**config.mk**
```make
export PLATFORM = sky130hd
export DESIGN_NAME = vga_timing_decoder_flat
export DESIGN_NICKNAME = d
export VERILOG_FILES = /design/src/rtl/vga_timing_decoder_if.sv /design/src/rtl/vga_timing_decoder.sv /design/src/flat_wrapper.sv
export SDC_FILE = /design/constraint.sdc
export NUM_CORES = 1
export LEC_CHECK = 0
export BUFFER_PORTS_ARGS = -buffer_cell sky130_fd_sc_hd__buf_2
export CAP_MARGIN = 0
export CORE_ASPECT_RATIO = 0.5
export CORE_MARGIN = 2
export CORE_UTILIZATION = 50
export DETAILED_ROUTE_END_ITERATION = 10
export GPL_ROUTABILITY_DRIVEN = 0
export PLACE_DENSITY = 0.83
export RECOVER_POWER = 25
export SETUP_SLACK_MARGIN = 0.02
export SYNTH_ARGS = -nofsm -noshare
export SYNTH_HDL_FRONTEND = slang
export SYNTH_SLANG_ARGS = --single-unit
```
**constraint.sdc**
```tcl
create_clock -name clk -period 2.4 [get_ports clk]
set_input_delay 0.48 -clock clk [delete_from_list [all_inputs] [get_ports clk]]
set_output_delay 0.48 -clock clk [all_outputs]
set_load 0.01 [all_outputs]
```
**src/rtl/vga_timing_decoder_if.sv**
```systemverilog
// Sync inputs and recovered-timing outputs of the VGA timing decoder.
// The master side is the sync source/consumer, the slave side is the decoder.
interface vga_timing_decoder_if;
   logic       hsync_n;
   logic       vsync_n;
   logic [9:0] pixel_x;
   logic [9:0] line_y;
   logic       pixel_tick;
   logic       video_active;
   logic       locked;
   logic       frame_start;
   logic       h_error;
   logic       v_error;

   modport master (
      output hsync_n, vsync_n,
      input  pixel_x, line_y, pixel_tick, video_active, locked, frame_start, h_error, v_error
   );

   modport slave (
      input  hsync_n, vsync_n,
      output pixel_x, line_y, pixel_tick, video_active, locked, frame_start, h_error, v_error
   );
endinterface

```
**src/rtl/vga_timing_decoder.sv**
```systemverilog
// Recovers pixel/line position from incoming VGA sync pulses and tracks lock:
// SEARCH -> H_LOCK on any hsync edge, H_LOCK -> LOCKED on vsync after a full-length line.
module vga_timing_decoder #(
   parameter int SUB_PIXEL_WIDTH = 2,
   parameter int PIXELS          = 800,
   parameter int LINES           = 525,
   parameter int H_VISIBLE       = 640,
   parameter int V_VISIBLE       = 480,
   parameter int H_SYNC_START    = 656,
   parameter int V_SYNC_START    = 490
) (
   input logic                 clk,
   input logic                 reset,
   input logic                 enable,
   vga_timing_decoder_if.slave vid
);

   localparam int CNT_W = $clog2(PIXELS + H_SYNC_START + 1);

   localparam logic [SUB_PIXEL_WIDTH-1:0] SUB_LAST = '1;
   localparam logic [SUB_PIXEL_WIDTH-1:0] SUB_ONE  = SUB_PIXEL_WIDTH'(1);
   localparam logic [9:0] X_LAST = 10'(PIXELS - 1);
   localparam logic [9:0] Y_LAST = 10'(LINES - 1);
   localparam logic [9:0] X_SYNC = 10'(H_SYNC_START);
   localparam logic [9:0] Y_SYNC = 10'(V_SYNC_START);
   localparam logic [9:0] X_VIS  = 10'(H_VISIBLE);
   localparam logic [9:0] Y_VIS  = 10'(V_VISIBLE);
   localparam logic [CNT_W-1:0] WD_SAT  = CNT_W'(PIXELS + H_SYNC_START);
   localparam logic [CNT_W-1:0] WD_LAST = CNT_W'(PIXELS + H_SYNC_START - 1);
   localparam logic [CNT_W-1:0] SPACING = CNT_W'(PIXELS);

   typedef enum logic [1:0] {SEARCH, H_LOCK, LOCKED} state_t;

   state_t                     state_q, state_d;
   logic                       hs_q, hs_d, vs_q, vs_d;
   logic [SUB_PIXEL_WIDTH-1:0] sub_q, sub_d;
   logic [9:0]                 x_q, x_d, y_q, y_d;
   logic [CNT_W-1:0]           hcnt_q, hcnt_d;
   logic                       hspace_ok_q, hspace_ok_d;
   logic                       pixel_tick_q, pixel_tick_d;
   logic                       video_active_q, video_active_d;
   logic                       locked_q, locked_d;
   logic                       frame_start_q, frame_start_d;
   logic                       h_error_q, h_error_d;
   logic                       v_error_q, v_error_d;

   logic h_edge, v_edge, tick, wd_fire, h_fault, v_fault;

   assign h_edge  = hs_q & ~vid.hsync_n;
   assign v_edge  = vs_q & ~vid.vsync_n;
   assign tick    = (sub_q == SUB_LAST);
   assign wd_fire = tick && !h_edge && (hcnt_q == WD_LAST);
   assign h_fault = (state_q != SEARCH) && ((h_edge && (x_q != X_SYNC)) || wd_fire);
   assign v_fault = (state_q == LOCKED) && v_edge && (y_q != Y_SYNC);

   always_ff @(posedge clk) begin
      if (!reset || !enable) begin
         state_q <= SEARCH;
      end else begin
         state_q <= state_d;
      end
   end

   always_comb begin
      state_d = state_q;
      case (state_q)
         SEARCH:  if (h_edge) state_d = H_LOCK;
         H_LOCK: begin
            if (h_fault)                    state_d = SEARCH;
            else if (v_edge && hspace_ok_q) state_d = LOCKED;
         end
         LOCKED: begin
            if (h_fault)      state_d = SEARCH;
            else if (v_fault) state_d = H_LOCK;
         end
         default: state_d = SEARCH;
      endcase
   end

   // Sync edges re-anchor the free-running position; they win over the normal advance.
   always_comb begin
      hs_d  = vid.hsync_n;
      vs_d  = vid.vsync_n;
      sub_d = sub_q + SUB_ONE;
      x_d   = x_q;
      y_d   = y_q;
      if (tick) begin
         if (x_q == X_LAST) begin
            x_d = '0;
            y_d = (y_q == Y_LAST) ? '0 : y_q + 10'd1;
         end else begin
            x_d = x_q + 10'd1;
         end
      end
      if (h_edge) begin
         sub_d = SUB_ONE;
         x_d   = X_SYNC;
         y_d   = y_q;
      end
      if (v_edge) begin
         y_d = Y_SYNC;
      end

      hcnt_d = hcnt_q;
      if (h_edge) begin
         hcnt_d = '0;
      end else if (tick && (hcnt_q != WD_SAT)) begin
         hcnt_d = hcnt_q + CNT_W'(1);
      end

      // Only a spacing measured between two edges seen outside SEARCH qualifies for lock.
      hspace_ok_d = hspace_ok_q;
      if (state_d == SEARCH) begin
         hspace_ok_d = 1'b0;
      end else if (h_edge) begin
         hspace_ok_d = (state_q != SEARCH) && (hcnt_q == SPACING);
      end

      pixel_tick_d = (sub_d == SUB_LAST);
   end

   always_comb begin
      locked_d       = (state_d == LOCKED);
      video_active_d = locked_d && (x_d < X_VIS) && (y_d < Y_VIS);
      frame_start_d  = locked_d && (x_d == 10'd0) && (y_d == 10'd0) &&
                       ((x_q != 10'd0) || (y_q != 10'd0));
      h_error_d      = h_fault;
      v_error_d      = v_fault;
   end

   always_ff @(posedge clk) begin
      if (!reset || !enable) begin
         hs_q           <= 1'b1;
         vs_q           <= 1'b1;
         sub_q          <= '0;
         x_q            <= '0;
         y_q            <= '0;
         hcnt_q         <= '0;
         hspace_ok_q    <= 1'b0;
         pixel_tick_q   <= 1'b0;
         video_active_q <= 1'b0;
         locked_q       <= 1'b0;
         frame_start_q  <= 1'b0;
         h_error_q      <= 1'b0;
         v_error_q      <= 1'b0;
      end else begin
         hs_q           <= hs_d;
         vs_q           <= vs_d;
         sub_q          <= sub_d;
         x_q            <= x_d;
         y_q            <= y_d;
         hcnt_q         <= hcnt_d;
         hspace_ok_q    <= hspace_ok_d;
         pixel_tick_q   <= pixel_tick_d;
         video_active_q <= video_active_d;
         locked_q       <= locked_d;
         frame_start_q  <= frame_start_d;
         h_error_q      <= h_error_d;
         v_error_q      <= v_error_d;
      end
   end

   assign vid.pixel_x      = x_q;
   assign vid.line_y       = y_q;
   assign vid.pixel_tick   = pixel_tick_q;
   assign vid.video_active = video_active_q;
   assign vid.locked       = locked_q;
   assign vid.frame_start  = frame_start_q;
   assign vid.h_error      = h_error_q;
   assign vid.v_error      = v_error_q;

endmodule

```
**src/flat_wrapper.sv**
```systemverilog
// flat-port wrapper written by rule: the top's interface ports become plain ports
module vga_timing_decoder_flat 
#(
   parameter int SUB_PIXEL_WIDTH = 2,
   parameter int PIXELS          = 800,
   parameter int LINES           = 525,
   parameter int H_VISIBLE       = 640,
   parameter int V_VISIBLE       = 480,
   parameter int H_SYNC_START    = 656,
   parameter int V_SYNC_START    = 490
)
  (clk, reset, enable, vid_hsync_n, vid_vsync_n, vid_pixel_x, vid_line_y, vid_pixel_tick, vid_video_active, vid_locked, vid_frame_start, vid_h_error, vid_v_error);
  vga_timing_decoder_if vid_i ();
  input logic clk;
  input logic reset;
  input logic enable;
  input wire logic [$bits(vid_i.hsync_n)-1:0] vid_hsync_n;
  input wire logic [$bits(vid_i.vsync_n)-1:0] vid_vsync_n;
  output wire logic [$bits(vid_i.pixel_x)-1:0] vid_pixel_x;
  output wire logic [$bits(vid_i.line_y)-1:0] vid_line_y;
  output wire logic [$bits(vid_i.pixel_tick)-1:0] vid_pixel_tick;
  output wire logic [$bits(vid_i.video_active)-1:0] vid_video_active;
  output wire logic [$bits(vid_i.locked)-1:0] vid_locked;
  output wire logic [$bits(vid_i.frame_start)-1:0] vid_frame_start;
  output wire logic [$bits(vid_i.h_error)-1:0] vid_h_error;
  output wire logic [$bits(vid_i.v_error)-1:0] vid_v_error;
  assign vid_i.hsync_n = vid_hsync_n;
  assign vid_i.vsync_n = vid_vsync_n;
  assign vid_pixel_x = vid_i.pixel_x;
  assign vid_line_y = vid_i.line_y;
  assign vid_pixel_tick = vid_i.pixel_tick;
  assign vid_video_active = vid_i.video_active;
  assign vid_locked = vid_i.locked;
  assign vid_frame_start = vid_i.frame_start;
  assign vid_h_error = vid_i.h_error;
  assign vid_v_error = vid_i.v_error;
  vga_timing_decoder #(.SUB_PIXEL_WIDTH(SUB_PIXEL_WIDTH), .PIXELS(PIXELS), .LINES(LINES), .H_VISIBLE(H_VISIBLE), .V_VISIBLE(V_VISIBLE), .H_SYNC_START(H_SYNC_START), .V_SYNC_START(V_SYNC_START)) u_core (.clk(clk), .reset(reset), .enable(enable), .vid(vid_i));
endmodule
```
## Yosys cells after proc, flatten, opt, wreduce, memory -nomap -nowiden

Index checks and enable logic that the tools add are counted.

- Bits of input ports: 5
- Logic and storage cells: 80
- Register bits after elaboration: 44

- $add $sub $neg: 4
- Eq/ne operators: 12
- Magnitude comparators: 2
- Multiplexer cells: 15
- Reduce and logical (&&, ||, !) cells: 29
- Bitwise logic cells: 4

Operators with widths:

| cell | number |
|---|---|
| $mux 10 | 8 |
| $add 10x1->10 const B | 2 |
| $eq 10x10->1 const B | 2 |
| $logic_not 10->1 | 2 |
| $reduce_bool 10->1 | 2 |
| $logic_and 1x1->1 | 14 |
| $mux 2 | 6 |
| $add 11x1->11 const B | 1 |
| $eq 11x10->1 const B | 1 |
| $eq 11x11->1 const B | 1 |
| $ne 11x11->1 const B | 1 |
| $lt 10x10->1 const B | 1 |
| $lt 10x9->1 const B | 1 |
| $ne 10x10->1 const B | 1 |
| $ne 10x9->1 const B | 1 |
| $eq 2x2->1 const B | 4 |
| $pmux 2 s3 | 1 |
| $logic_not 2->1 | 2 |
| $reduce_or 2->1 | 2 |
| $logic_not 1->1 | 3 |
| $logic_or 1x1->1 | 3 |
| $add 2x1->2 const B | 1 |
| $and 1x1->1 | 2 |
| $eq 2x1->1 const B | 1 |
| other kinds (2) | 3 |

## Logic depth before layout (Yosys ltp)

- Depth after elaboration: 13
- Mapped depth: 9
- Depth with buffers taken out: 8

## Least setup slack after synthesis

OpenSTA, ideal clock, no wires.

- Path type: register to register
- Start: reg u_core.x_q[0], in the netlist u_core.vid.pixel_x[0]
- End: reg u_core.video_active_q, in the netlist u_core.vid.video_active
- Data required time: 2.272 ns
- Arrival: 2.223 ns
- Clock period less this slack: 2.351 ns
- Setup slack: 0.049 ns
- Path buffers: 1
- Stages on the path, launching flop included: 9
- Cells stage by stage: dfxtp_1 > ha_1 > nand4bb_4 > or4_4 > buf_6 > nor4_1 > nor3_2 > nor4_1 > a211oi_1

- Longest elaborated chain between the ends: 9

RTL lines:

| element | line | text |
|---|---|---|
| start, declared | vga_timing_decoder.sv:37 | `logic [9:0] x_q, x_d, y_q, y_d;` |
| start signal, assigned | vga_timing_decoder.sv:136 | `x_q <= '0;` |
| start signal, assigned | vga_timing_decoder.sv:150 | `x_q <= x_d;` |
| parallel branches: the longest is 8 deep, another holds $add 10x1->10 | -- |  |
| $logic_and 1x1->1 * | vga_timing_decoder.sv:124 | `video_active_d = locked_d && (x_d < X_VIS) && (y_d < Y_VIS);` |
| end signal, assigned | vga_timing_decoder.sv:155 | `video_active_q <= video_active_d;` |
| end, declared | vga_timing_decoder.sv:41 | `logic video_active_q, video_active_d;` |

Mark *: on every way between the ends.
A chain may end at the register's enable or synchronous reset.

## Final worst setup path

- Start: reg u_core.hs_q
- End: reg u_core.frame_start_q, in the netlist u_core.vid.frame_start

- Longest elaborated chain between the ends: 12

RTL lines:

| element | line | text |
|---|---|---|
| start, declared | vga_timing_decoder.sv:35 | `logic hs_q, hs_d, vs_q, vs_d;` |
| start signal, assigned | vga_timing_decoder.sv:147 | `hs_q <= hs_d;` |
| $and 1x1->1 * | vga_timing_decoder.sv:49 | `assign h_edge = hs_q & ~vid.hsync_n;` |
| $logic_not 1->1 | vga_timing_decoder.sv:52 | `assign wd_fire = tick && !h_edge && (hcnt_q == WD_LAST);` |
| $logic_and 1x1->1 (2 in series) | vga_timing_decoder.sv:52 |  |
| $logic_or 1x1->1 | vga_timing_decoder.sv:53 | `assign h_fault = (state_q != SEARCH) && ((h_edge && (x_q != X_SYNC)) \|\| wd_fire);` |
| $logic_and 1x1->1 | vga_timing_decoder.sv:53 |  |
| $mux 2, on equally long branches | vga_timing_decoder.sv:73, vga_timing_decoder.sv:69 |  |
| $pmux 2 s3 | vga_timing_decoder.sv:66 | `case (state_q)` |
| $eq 2x2->1 | vga_timing_decoder.sv:123 | `locked_d = (state_d == LOCKED);` |
| $logic_and 1x1->1 | vga_timing_decoder.sv:125 | `frame_start_d = locked_d && (x_d == 10'd0) && (y_d == 10'd0) &&` |
| $logic_and 1x1->1 * (2 in series) | vga_timing_decoder.sv:125 |  |
| end signal, assigned | vga_timing_decoder.sv:157 | `frame_start_q <= frame_start_d;` |
| end, declared | vga_timing_decoder.sv:43 | `logic frame_start_q, frame_start_d;` |

Every way passes the cells marked *; elsewhere a longest branch is shown, timed or not.

==> qor.csv <==
metric,value,unit
status,"complete, but fails checks",
violations,negative setup slack,
maxCapViolCount,0,
power.static_leakage,1.07,nW
rsz0062_at_grt,true,
die-area,5370,sq um
synth_fp_nets,296,
r2r_cells,6,
ant_nets,0,
cts_buffer_depth,2,
clkLatencyLatePin,0.30,ns
syn_inst,283,
die_width,102,um
synth_edf_count,0,
start_kind,flip-flop,
async_reset_ff_frac,0,
wl_per_cell,16.1,um
h-tree-depth,2,
grt_pass1_wl,10.0,mm
start_util,0.531,
peakVddDrop,0.225,mV
fin_skew,0.00783,ns
yosysSeqAreaShare,0.369,
numCtsBuffers,5,
final-hold-violation-count,0,
std_cell_rows,17,
synth_area_per_cell,8.43,sq um
fin_crit_sh,1.03,
worstReg2RegEnd,u_core.vid.frame_start,
powerDensity,512,nW/um^2
slew_headroom,0.455,
synthTopCellsByArea,"dfxtp_1 (37%), nor2_1 (6.1%), ha_1 (4.2%), nand2_1 (3.5%), xnor2_1 (2.9%)",
cp-startpoint,u_core.hs_q,
drc,0,
postLayoutCoreUtil,0.635,
endpoint,u_core.vid.frame_start,
hold_depth,2,
cp-end-kind,flip-flop,
via_count,2371,
dp_hpwl,4.45,mm
maxSlewViolCount,0,
syn_to_final_growth,19.5,%
die_y,52.8,um
required,2.62,ns
clkSlewWorstSetupHoldPaths,0.09,ns
clock-sinks,44,
max_freq,403,MHz
yosys.area.top_type_share,0.369,
antenna_found_initial,0,
synth.largest_area_cell,dfxtp_1,
tns,-0.0818,ns
layout-drive-gt1-share,0.186,
nNetsFinal,340,
hold_path.class,in2reg,
ys_warn_count,0,
grt_usage,0.244,
netlist_area,2380,sq um
worst_ep_arrival_time,2.70,ns
synth_common_cells,"dfxtp_1 (44), nor2_1 (39), nand2_1 (22), o21ai_0 (12), inv_1 (10)",
place_area,2660,sq um
worst_slew_pin_slew,0.818,ns
yosysUniqueCellTypes,58,
ctsRootBufferMaster,clkbuf_8,
critical_path_peak_fanout,9,
core_area,4490,sq um
postCtsHoldBufs,0,
tritoncts,yes,
grt_overflow,0,
r2r_start,u_core.hs_q,
drt-total-wl,6.36,mm
finalWorstPathRequiredPeriod,2.48,ns
ys_seq_elements,44,
synth_ff_type,dfxtp_1,
grt_max_degree,18,
yosysMostFrequentCell,dfxtp_1,
fin_area,2850,sq um
portBuffers,30,
antenna_cells,0,
firstDrtPassIters,5,
grt_pass1_vias,2129,
setup_ws,-0.0818,ns
drt_iter0_markers,188,
setup_viol,1,
io-pin-count,31,
routed_via_density,6.02,
rrSetupSlack,-0.08,ns
worstSetupPathType,reg2reg,
## cell families after synthesis
kind of cell / after synthesis / synth area share
simple gates: 141 / 0.335
fa+ha+maj: 8 / 0.0420
flops: 44 / 0.369
buf+inv: 21 / 0.0451
xor+xnor: 16 / 0.0588
compound gates: 52 / 0.146
mux: 1 / 0.00420
## final cells by class
cell class / count / area (sq um)
fillers: 394 / 1640
inverters: 10 / 37.5
multi-input cells: 218 / 1470
repair buffers: 48 / 263
clock buffers: 5 / 68.8
flip-flops and latches: 44 / 881
well taps: 66 / 82.6
clock inverters: 3 / 46.3
## power by group
group | switching [mW] | total, mW | internal, mW
Sequential | 0.0137 | 0.755 | 0.741
Combinational | 0.0764 | 0.121 | 0.0442
Clock | 0.270 | 0.584 | 0.314
Total | 0.360 | 1.46 | 1.10
## what timing repair did
action / in CTS / in global routing
setup endpoints to repair: 1 / 4
endpoints found under the hold margin: 0 / 0
pin swaps: 1 / 4
setup buffers: 0 / 3
gates resized for setup: 3 / 13
## sequential cells by signal (all words and copies together) (netlist names), 2 cells and up
signal,cells
u_core.vid.line_y,10
u_core.state_q,2
u_core.hcnt_q,11
u_core.vid.pixel_x,10
u_core.sub_q,2
## layer usage
layer	part of all wire	GRT usage	vias to the layer above
li1	-	-	1119
met1	0.43	0.318	1102
met2	0.46	0.411	125
met3	0.079	0.0493	25
met4	0.025	0.0766	0
met5	0	0	-
## layout by cell type (no fill, tap or decap), drive strengths merged, types with 9 or more instances in the layout
| master | count |
|---|---|
| nor2 | 39 |
| and3 | 9 |
| inv | 11 |
| nand4 | 9 |
| dfxtp | 44 |
| o21ai | 13 |
| nand2 | 22 |
| buf | 34 |
| clkbuf | 19 |
| nor4 | 9 |
| nor3 | 10 |
## worst max-delay path, stage by stage (launching register included)
cell	delay, ns
dfxtp_1	0.34
nor2b_1	0.52
or4_4	0.32
nor2_1	0.11
a221oi_1	0.59
nand4_1	0.24
nor4_2	0.28
## worst min-delay path by stage
stage                     slack [ns]               endpoint       startpoint
after global placement          0.45        u_core.sub_q[0]  u_core.sub_q[0]
after detailed placement        0.46  u_core.vid.pixel_tick  u_core.sub_q[0]
after floorplan                 0.43  u_core.vid.pixel_tick  u_core.sub_q[0]
after CTS                       0.39            u_core.hs_q      vid_hsync_n
final                           0.40            u_core.hs_q      vid_hsync_n
after global routing            0.39            u_core.hs_q      vid_hsync_n
## per-stage QoR
step | hold slack, ns | total power [mW] | setup WS [ns] | instances
floorplan | 0.426 | 0.840 | 0.0493 | 283
global placement | 0.455 | 0.878 | 0.105 | 383
detailed placement | 0.460 | 0.880 | -0.0251 | 383
CTS | 0.395 | 1.45 | 0.0333 | 391
global route | 0.390 | 1.51 | -0.276 | 394
finish | 0.401 | 1.46 | -0.0818 | 394
(Power assumes the default switching activity.)
